$ cat config.mk
export PLATFORM = sky130hd
export DESIGN_NAME = count_connected_core_feeder
export DESIGN_NICKNAME = d
export VERILOG_FILES = /design/src/rtl/ccf_pkg.sv /design/src/rtl/ccf_result_fifo.sv /design/src/rtl/count_connected_core_feeder.sv
export SDC_FILE = /design/constraint.sdc
export NUM_CORES = 1
export LEC_CHECK = 0
export ABC_AREA = 1
export CAP_MARGIN = 25
export CELL_PAD_IN_SITES_DETAIL_PLACEMENT = 1
export CELL_PAD_IN_SITES_GLOBAL_PLACEMENT = 1
export CORE_MARGIN = 2
export CORE_UTILIZATION = 46
export DETAILED_ROUTE_END_ITERATION = 10
export PLACE_DENSITY = 0.83
export SETUP_SLACK_MARGIN = 0.4
export SYNTH_ARGS = -nofsm -noshare
export SYNTH_HDL_FRONTEND = slang
export SYNTH_SLANG_ARGS = --single-unit
$ cat constraint.sdc
create_clock -name clk -period 3.18 [get_ports clk]
set_input_delay 0.636 -clock clk [delete_from_list [all_inputs] [get_ports clk]]
set_output_delay 0.636 -clock clk [all_outputs]
set_load 0.01 [all_outputs]
$ cat src/rtl/ccf_pkg.sv
// Shared types for the count-connected core feeder: widths, FSM states and result record.
package ccf_pkg;

  localparam int GRAPH_W = 128;
  localparam int COUNT_W = 6;
  // Tag width carried in the result record; the feeder's EXTRA_DATA_WIDTH defaults to it.
  localparam int TAG_W   = 10;

  typedef enum logic [1:0] {
    HOLD  = 2'd0,
    RUN   = 2'd1,
    DRAIN = 2'd2,
    IDLE  = 2'd3
  } ccf_state_t;

  typedef struct packed {
    logic [COUNT_W-1:0] count;
    logic [TAG_W-1:0]   tag;
  } ccf_result_t;

endpackage

$ cat src/rtl/ccf_result_fifo.sv
// Synchronous first-word-fall-through FIFO holding core results; push while full is
// accepted only when a pop frees the slot in the same cycle.
module ccf_result_fifo #(
  parameter int DEPTH = 32,
  parameter int WIDTH = 16
) (
  input  logic             clk,
  input  logic             rst,
  input  logic             push_i,
  input  logic [WIDTH-1:0] din_i,
  input  logic             pop_i,
  output logic [WIDTH-1:0] dout_o,
  output logic             full_o,
  output logic             empty_o
);

  localparam int AW = $clog2(DEPTH);
  localparam int CW = AW + 1;

  logic [WIDTH-1:0] mem_q [DEPTH];
  logic [AW-1:0]    wr_ptr_q;
  logic [AW-1:0]    rd_ptr_q;
  logic [CW-1:0]    cnt_q;
  logic             wr_en;
  logic             rd_en;

  assign empty_o = (cnt_q == '0);
  assign full_o  = (cnt_q == CW'(DEPTH));
  assign rd_en   = pop_i & ~empty_o;
  assign wr_en   = push_i & (~full_o | rd_en);
  assign dout_o  = mem_q[rd_ptr_q];

  always_ff @(posedge clk) begin
    if (rst) begin
      wr_ptr_q <= '0;
      rd_ptr_q <= '0;
      cnt_q    <= '0;
    end else begin
      if (wr_en) wr_ptr_q <= wr_ptr_q + 1'b1;
      if (rd_en) rd_ptr_q <= rd_ptr_q + 1'b1;
      case ({wr_en, rd_en})
        2'b10:   cnt_q <= cnt_q + 1'b1;
        2'b01:   cnt_q <= cnt_q - 1'b1;
        default: cnt_q <= cnt_q;
      endcase
    end
  end

  always_ff @(posedge clk) begin
    if (wr_en) mem_q[wr_ptr_q] <= din_i;
  end

endmodule

$ cat src/rtl/count_connected_core_feeder.sv
// Job scheduler in front of one pipelined count-connected core: slot-driven issue, credit-guarded
// result FIFO, stretched core reset and drain-to-idle. Optional CCF_PERF_COUNTERS_EN adds perf counters.
module count_connected_core_feeder
  import ccf_pkg::*;
#(
  parameter int EXTRA_DATA_WIDTH           = TAG_W,
  parameter int DATA_IN_LATENCY            = 4,
  parameter int STARTING_CONNECT_COUNT_LAG = 3,
  parameter int RESULT_FIFO_DEPTH          = 32,
  parameter int RST_STRETCH                = 64
) (
  input  logic                                   clk,
  input  logic                                   rst,
  input  logic                                   job_valid,
  output logic                                   job_ready,
  input  logic [GRAPH_W-1:0]                     job_graph,
  input  logic [COUNT_W-1:0]                     job_start_count,
  input  logic [EXTRA_DATA_WIDTH-1:0]            job_tag,
  input  logic                                   drain,
  output logic                                   core_rst,
  input  logic                                   core_request,
  output logic [GRAPH_W-1:0]                     core_graph,
  output logic                                   core_start,
  output logic [COUNT_W-1:0]                     core_start_count,
  output logic [EXTRA_DATA_WIDTH-1:0]            core_extra,
  input  logic                                   core_done,
  input  logic [COUNT_W-1:0]                     core_count,
  input  logic [EXTRA_DATA_WIDTH-1:0]            core_tag,
  output logic                                   res_valid,
  input  logic                                   res_ready,
  output logic [COUNT_W-1:0]                     res_count,
  output logic [EXTRA_DATA_WIDTH-1:0]            res_tag,
  output logic [$clog2(RESULT_FIFO_DEPTH+1)-1:0] in_flight,
  output logic                                   idle,
  output logic [1:0]                             err
`ifdef CCF_PERF_COUNTERS_EN
  ,
  output logic [31:0]                            perf_offered,
  output logic [31:0]                            perf_used,
  output logic [31:0]                            perf_starved,
  output logic [31:0]                            perf_stalled
`endif
);

  localparam int IFW  = $clog2(RESULT_FIFO_DEPTH + 1);
  localparam int SW   = $clog2(RST_STRETCH + 1);
  localparam int LAT  = DATA_IN_LATENCY;
  localparam int PIPE = DATA_IN_LATENCY + STARTING_CONNECT_COUNT_LAG;

  ccf_state_t             state_q, state_d;
  logic                   core_rst_q;
  logic [SW-1:0]          stretch_q;
  logic                   stretch_done;
  logic [IFW-1:0]         in_flight_q, in_flight_d;
  logic [IFW-1:0]         credits_q, credits_d;
  logic [1:0]             err_q;
  logic                   accept;
  logic                   done_ok;
  logic                   push;
  logic                   pop;
  logic                   spurious;
  logic                   overflow;
  logic                   fifo_full;
  logic                   fifo_empty;
  ccf_result_t            push_data;
  ccf_result_t            pop_data;

  logic [PIPE-1:0]             vld_q;
  logic [GRAPH_W-1:0]          graph_q [LAT];
  logic [EXTRA_DATA_WIDTH-1:0] tag_q   [LAT];
  logic [COUNT_W-1:0]          scnt_q  [PIPE];

  // Control: core reset stretch and handshake decode
  assign stretch_done = core_rst_q & (stretch_q == SW'(RST_STRETCH - 1));
  assign core_rst     = core_rst_q | rst;
  assign job_ready    = (state_q == RUN) & core_request & (credits_q != '0);
  assign accept       = job_valid & job_ready;
  assign done_ok      = core_done & ~core_rst;
  assign spurious     = done_ok & (in_flight_q == '0);
  assign push         = done_ok & (in_flight_q != '0);
  assign pop          = res_valid & res_ready;
  assign overflow     = push & fifo_full & ~pop;

  always_ff @(posedge clk) begin
    if (rst) begin
      core_rst_q <= 1'b1;
      stretch_q  <= '0;
    end else if (core_rst_q) begin
      if (stretch_done) core_rst_q <= 1'b0;
      else              stretch_q  <= stretch_q + 1'b1;
    end
  end

  always_comb begin
    state_d = state_q;
    case (state_q)
      HOLD:    if (stretch_done) state_d = RUN;
      RUN:     if (drain) state_d = DRAIN;
      DRAIN: begin
        if (!drain)                                  state_d = RUN;
        else if ((in_flight_q == '0) && fifo_empty) state_d = IDLE;
      end
      IDLE:    if (!drain) state_d = RUN;
      default: state_d = HOLD;
    endcase
  end

  always_comb begin
    in_flight_d = in_flight_q;
    case ({accept, push})
      2'b10:   in_flight_d = in_flight_q + 1'b1;
      2'b01:   in_flight_d = in_flight_q - 1'b1;
      default: in_flight_d = in_flight_q;
    endcase
    credits_d = credits_q;
    case ({accept, pop})
      2'b10:   credits_d = credits_q - 1'b1;
      2'b01:   credits_d = credits_q + 1'b1;
      default: credits_d = credits_q;
    endcase
  end

  always_ff @(posedge clk) begin
    if (rst) begin
      state_q     <= HOLD;
      in_flight_q <= '0;
      credits_q   <= IFW'(RESULT_FIFO_DEPTH);
      err_q       <= '0;
      vld_q       <= '0;
    end else begin
      state_q     <= state_d;
      in_flight_q <= in_flight_d;
      credits_q   <= credits_d;
      err_q       <= err_q | {spurious, overflow};
      vld_q       <= {vld_q[PIPE-2:0], accept};
    end
  end

  // Issue stage p0..p(LAT-1) carries graph/tag; count rides on to the lagged slot
  always_ff @(posedge clk) begin
    graph_q[0] <= job_graph;
    tag_q[0]   <= job_tag;
    scnt_q[0]  <= job_start_count;
    for (int i = 1; i < LAT; i++) begin
      graph_q[i] <= graph_q[i-1];
      tag_q[i]   <= tag_q[i-1];
    end
    for (int i = 1; i < PIPE; i++) begin
      scnt_q[i] <= scnt_q[i-1];
    end
  end

  // Core-facing outputs are forced to zero outside their valid slot
  assign core_start       = vld_q[LAT-1];
  assign core_graph       = vld_q[LAT-1]  ? graph_q[LAT-1] : '0;
  assign core_extra       = vld_q[LAT-1]  ? tag_q[LAT-1]   : '0;
  assign core_start_count = vld_q[PIPE-1] ? scnt_q[PIPE-1] : '0;

  // Result collection
  assign push_data.count = core_count;
  assign push_data.tag   = core_tag;

  ccf_result_fifo #(
    .DEPTH (RESULT_FIFO_DEPTH),
    .WIDTH ($bits(ccf_result_t))
  ) u_result_fifo (
    .clk     (clk),
    .rst     (rst),
    .push_i  (push),
    .din_i   (push_data),
    .pop_i   (pop),
    .dout_o  (pop_data),
    .full_o  (fifo_full),
    .empty_o (fifo_empty)
  );

  assign res_valid = ~fifo_empty;
  assign res_count = pop_data.count;
  assign res_tag   = pop_data.tag;
  assign in_flight = in_flight_q;
  assign idle      = (state_q == IDLE);
  assign err       = err_q;

`ifdef CCF_PERF_COUNTERS_EN
  logic [31:0] perf_offered_q, perf_used_q, perf_starved_q, perf_stalled_q;
  logic        perf_active;

  assign perf_active = (state_q == RUN) | (state_q == DRAIN);

  always_ff @(posedge clk) begin
    if (rst) begin
      perf_offered_q <= '0;
      perf_used_q    <= '0;
      perf_starved_q <= '0;
      perf_stalled_q <= '0;
    end else if (perf_active) begin
      perf_offered_q <= perf_offered_q + 32'(core_request);
      perf_used_q    <= perf_used_q + 32'(accept);
      perf_starved_q <= perf_starved_q + 32'(core_request & ~job_valid);
      perf_stalled_q <= perf_stalled_q + 32'(core_request & job_valid & (credits_q == '0));
    end
  end

  assign perf_offered = perf_offered_q;
  assign perf_used    = perf_used_q;
  assign perf_starved = perf_starved_q;
  assign perf_stalled = perf_stalled_q;
`endif

endmodule
======== Word level (Yosys, flattened, before mapping) ========
Memories as Yosys holds them, arrays and structs flattened. A register that Yosys moved wholly into a read port is not among the register bits.
Index checks and enable logic that the tools add are counted.
Widths: inputs -> output; s select.
word-level totals
  RAM bits ................................ 1106
  input port bits ......................... 167
  word-level logic and storage cells ...... 87
  output and inout port bits .............. 173
  memories kept ........................... 4
  register bits after elaboration ......... 47
cells by class
  reductions and logical operators ........ 11
  bitwise gates (word level) .............. 20
  add/subtract/negate cells ............... 9
  multiplexer cells ....................... 18
  equality and inequality tests ........... 15
memories
  memory               words  bits a word  read ports  clocked after memory_dff  wr ports  line                               text
  graph_q              4      128          4           0                         4         count_connected_core_feeder.sv:69  logic [GRAPH_W-1:0] graph_q [LAT];
  u_result_fifo.mem_q  32     16           1           1                         1         ccf_result_fifo.sv:20              logic [WIDTH-1:0] mem_q [DEPTH];
  scnt_q               7      6            7           0                         7         count_connected_core_feeder.sv:71  logic [COUNT_W-1:0] scnt_q [PIPE];
  tag_q                4      10           4           0                         4         count_connected_core_feeder.sv:70  logic [EXTRA_DATA_WIDTH-1:0] tag_q [LAT];
operators with widths
  operator             count
  $mux 128             1
  $pmux 6 s2           3
  $add 6x1->6 const B  3
  $sub 6x1->6 const B  3
  $and 1x1->1          12
  $logic_not 6->1      2
  $reduce_bool 6->1    2
  $add 5x1->5 const B  2
  $eq 2x2->1 const B   5
  $mux 10              1
  $mux 2               5
  $mux 5               2
  $eq 2x1->1 const B   4
  $pmux 2 s4           1
  $add 7x1->7 const B  1
  $eq 7x6->1 const B   1
  $eq 6x6->1 const B   1
  $mux 6               1
  $ne 2x2->1 const B   3
  $reduce_bool 2->1    3
  $not 1->1            5
  $mux 1               4
  $reduce_and 4->1     1
  $ne 3x3->1 const B   1
  5 further kinds      6

======== Logic depth before layout (Yosys ltp) ========
  word-level depth ........................ 8
  mapped depth ............................ 20

======== Hierarchy ========
Synthesis repeated with hierarchy kept, for this count alone.
second synthesis, totals
  cells, all modules ...................... 3058
  area total of the unflattened synthesis .. 36915.4 um^2
modules (own cells, without submodules)
  module                       area each (um^2)  cells each  sequential area each (um^2)  instances
  ccf_result_fifo              22105.0           1921        15795.1                      1
  count_connected_core_feeder  14810.5           1137        12512.0                      1

======== Least setup slack after synthesis ========
OpenSTA, ideal clock, no wires.
  path type ............................... input to register
  start ................................... input port rst
  end ..................................... memory u_result_fifo.mem_q[3][0], enable pin
  stages on the path ...................... 9
  setup time .............................. 409 ps
  data arrival time ....................... 2625 ps
  required time ........................... 2771 ps
  path slack .............................. 146 ps
  cell sequence ........................... inv_2 -> nand2_2 -> nor2_2 -> nand2_2 -> nor2_4 -> inv_2 -> nor2_4 -> nand2_1 -> nor3_1
on the way
  cells in the longest elaborated chain, start to end .. 7
RTL lines
  what                          line                               text
  from (decl)                   count_connected_core_feeder.sv:13  input logic rst,
  $or 1x1->1                    count_connected_core_feeder.sv:75  assign core_rst = core_rst_q | rst;
  via core_rst                  count_connected_core_feeder.sv:20  output logic core_rst,
  $not 1->1                     count_connected_core_feeder.sv:78  assign done_ok = core_done & ~core_rst;
  $and 1x1->1                   count_connected_core_feeder.sv:78
  $and 1x1->1                   count_connected_core_feeder.sv:80  assign push = done_ok & (in_flight_q != '0);
  $and 1x1->1                   ccf_result_fifo.sv:30              assign wr_en = push_i & (~full_o | rd_en);
  $mux 1                        ccf_result_fifo.sv:50              if (wr_en) mem_q[wr_ptr_q] <= din_i;
  $mux 1 (implied by the code)  ccf_result_fifo.sv:50
  to (decl)                     ccf_result_fifo.sv:20
The timed path passes the listed nets, and every way through them passes these cells.

==> results.yml <==
critical_path:
  cpPeakStageDelay_ps: 540
  worstPathBufferInverterCount: 3
  r2r-start: "credits_q[1]"
  slowest_stage: "o22ai_1"
  required_ps: 2540
  start_kind: "flop"
  end_kind: "output port"
  rr_endpoint: "credits_q[5]"
  rr_worst_depth: 15
  worstPathMaxFanout: 19
  r2r_setup_slack_ps: 340
  crit_type: "reg2out"
  arrival_ps: 2960
  cp_top_family: "compound AO/OA/AOI/OAI gates"
  cp_cell_sequence: "buf_8 -> buf_12 -> o21ai_0 -> o22ai_1 -> nor2_1 -> o21ai_4 -> nor2_2 -> a21oi_2 -> buf_2"
logic_synthesis:
  ys.flop_type: "dfxtp_1"
  syn_area_per_cell_um2: 13.28
  yosysWarnings: 0
  synth_edf_count: 512
  yosysSeqAreaShare: 0.7924
  synth_area_leaders: "edfxtp_1 43%, dfxtp_1 36%, o21ai_0 4.2%"
  ys_ff_latch: 1158
  syn-num-nets: 2882
  synth_top_area_cell: "edfxtp_1"
  synth_top_area_share: 0.4304
  async_flop_share: 0
  ys_types: 43
  synthesis.area_um2: 35720
  synth_cells: 2691
cells_and_area:
  layout-drive-gt1-share: 0.1719
  fillers: 7229
  nets: 3401
  area_growth_pct: 32.50
  final_common_cell: "dfxtp_1"
  layout_common_cells: "638 x dfxtp_1, 512 x edfxtp_1, 344 x nor2_1, 214 x o21ai_0, 203 x clkdlybuf4s50_1"
sta:
  whs_ps: 307.6
  setup_viol: 16
  tns_ps: -2269
  rsz0062_at_grt: "true"
  finalClockSkew_ps: 71.31
  drv_slew: 0
  maxSlewHeadroom: 0.5798
  tightest_slew_ps: 630.2
  min_period_over_period: 1.131
  min_period_ps: 3596
  fmax_mhz: 278.1
  fin_ws_ps: -416.5
  hold_viol_final: 0
flow_run:
  cap_violations: 0
route:
  ant_nets: 0
  drt-total-wl_mm: 129.1
  viasPerCell: 5.752
  first_iter_violations: 2571
  drt_first_pass_iters: 5
  wire_per_inst_um: 29.69
  vias: 25010
  drc_errors: 0
worst_hold_path:
  hold_start: "tag_q[2][9]"
  hold_path_end: "tag_q[3][9]"
  hold_path.class: "reg2reg"
  worstHoldPathCells: 0
clock_network:
  cts_root_buffer: "clkbuf_16"
  insertion_delay_ps: 710
  tritoncts: "yes"
  clock_sinks: 1158
  cts_made_buffers: 111
  ctsHoldBuffers: 0
  h-tree-depth: 3
  cts.clk_slew.worst_paths_ps: 70
  cts.path.max_buffers: 3
floorplanning:
  dieArea_um2: 79910
  coreArea_um2: 77210
  die_y_um: 282.7
  die-width_um: 282.7
  initial_core_util: 0.4627
  core.rowCount: 102
  ioPinCount: 340
power:
  leakagePower_nw: 19.32
  power_mw: 37.56
  peakVddDrop_mv: 0.6824
  power-per-cell-area_nw_per_um2: 793.5
status:
  outcome: "finished, violations left"
  violations: "negative setup slack"
global_routing:
  grt_usage: 0.3144
  grt_pass1_wl_mm: 182.8
  grt_antenna_before_repair: 4
  grt_pass1_vias: 27490
  grt_overflow: 0
  grt_max_degree: 47
placed_design:
  routabilityCongestion: 0.8311
  place_ws_ps: -41.92
  io_buffers: 339
  hpwlAfterDp_mm: 64.62
-- cells in the mapped netlist (22+ instances only) --
cell      number
o21ai_0      298
inv_1        204
nand3_1       57
nand2_1      199
a21oi_1       42
o22ai_1       28
clkbuf_1      74
edfxtp_1     512
nor2_1       367
o221ai_1     100
buf_2         37
dfxtp_1      646
ha_1          22
-- report_power, final --
group	total (mW)	leakage [nW]	switching [mW]	internal, mW
sequential	16.3	10.0	0.315	16.0
combinational	6.97	7.33	4.11	2.85
clock	14.3	1.95	6.32	7.95
-- layer usage --
metal	wire, µm	track usage	share of wire	vias to the layer above
met4	8110	0.1795	0.063	2
met3	11500	0.07343	0.089	547
met2	66340	0.5623	0.51	1762
met1	43110	0.3410	0.33	12360
met5	13	0	0.00010	-
li1	-	-	-	10340
-- layout make-up --
class                   instances  area, µm²  share of cell area
repair inverters                1      30.03           0.0006344
inverters                     215      840.8             0.01776
well taps                    1040       1301             0.02749
multi-input cells            1193       6706              0.1417
flip-flops and latches       1158      28330              0.5984
clock inverters                68      808.3             0.01708
clock buffers                 139       3118             0.06587
repair buffers                530       6196              0.1309
diodes                          3      7.507           0.0001586
-- worst max-delay path by stage --
stage	to	slack (ps)	cells past startpoint
after floorplan	u_result_fifo.mem_q[11][0]	590	9
after global placement	credits_q[5]	150	14
after detailed placement	credits_q[5]	-40	14
after CTS	res_tag[7]	-110	11
after global routing	res_tag[9]	-420	9
final	res_tag[9]	-420	9
-- repair_timing --
action,4_1_cts,5_1_grt
resized for setup,374,135
gates cloned,26,2
setup buffers,32,11
setup endpoints to repair,138,47
pin swaps,78,45
-- state kept, by name, indices dropped and copies added (netlist names), named ones only --
register	cells
vld_q	7
stretch_q	7
err	2
credits_q	6
scnt_q	42
tag_q	40
core_rst_q	1
graph_q	512
u_result_fifo.cnt_q	6
u_result_fifo.mem_q	512
u_result_fifo.wr_ptr_q	5
u_result_fifo.rd_ptr_q	5
in_flight	6
state_q	2
-- logic make-up after synthesis --
group	count (synthesis)	share of synthesized area
and+or+nand+nor	649	0.07295
AOI/OAI and AO/OA	507	0.08385
muxes	1	0.0002802
buffers and inverters	340	0.03877
DFF	1158	0.7924
xor gates and xnor gates	12	0.002942
adders and majority gates	24	0.008826
-- worst reg2reg max path: stages, from the launching register on --
cell and delay, ps:
dfxtp_4 380, nor4_4 270, nand3_1 130, nand3_2 90
inv_2 50, nand2_4 90, ha_4 170, clkinvlp_4 210
ha_4 330, a21oi_4 150, nand2_2 80, a21o_1 190
a21oi_2 190, xor2_1 240, nand2_1 90, o211ai_1 100
-- per-stage QoR --
stage	instance area, µm²	instances	util
floorplan	35730	2691	-
global placement	41370	4066	0.5358
detailed placement	41370	4066	0.5358
CTS	46750	4331	0.6055
global route	47330	4346	0.6130
finish	47340	4347	0.6131
Note: power is estimated with default switching activity, not from simulation.
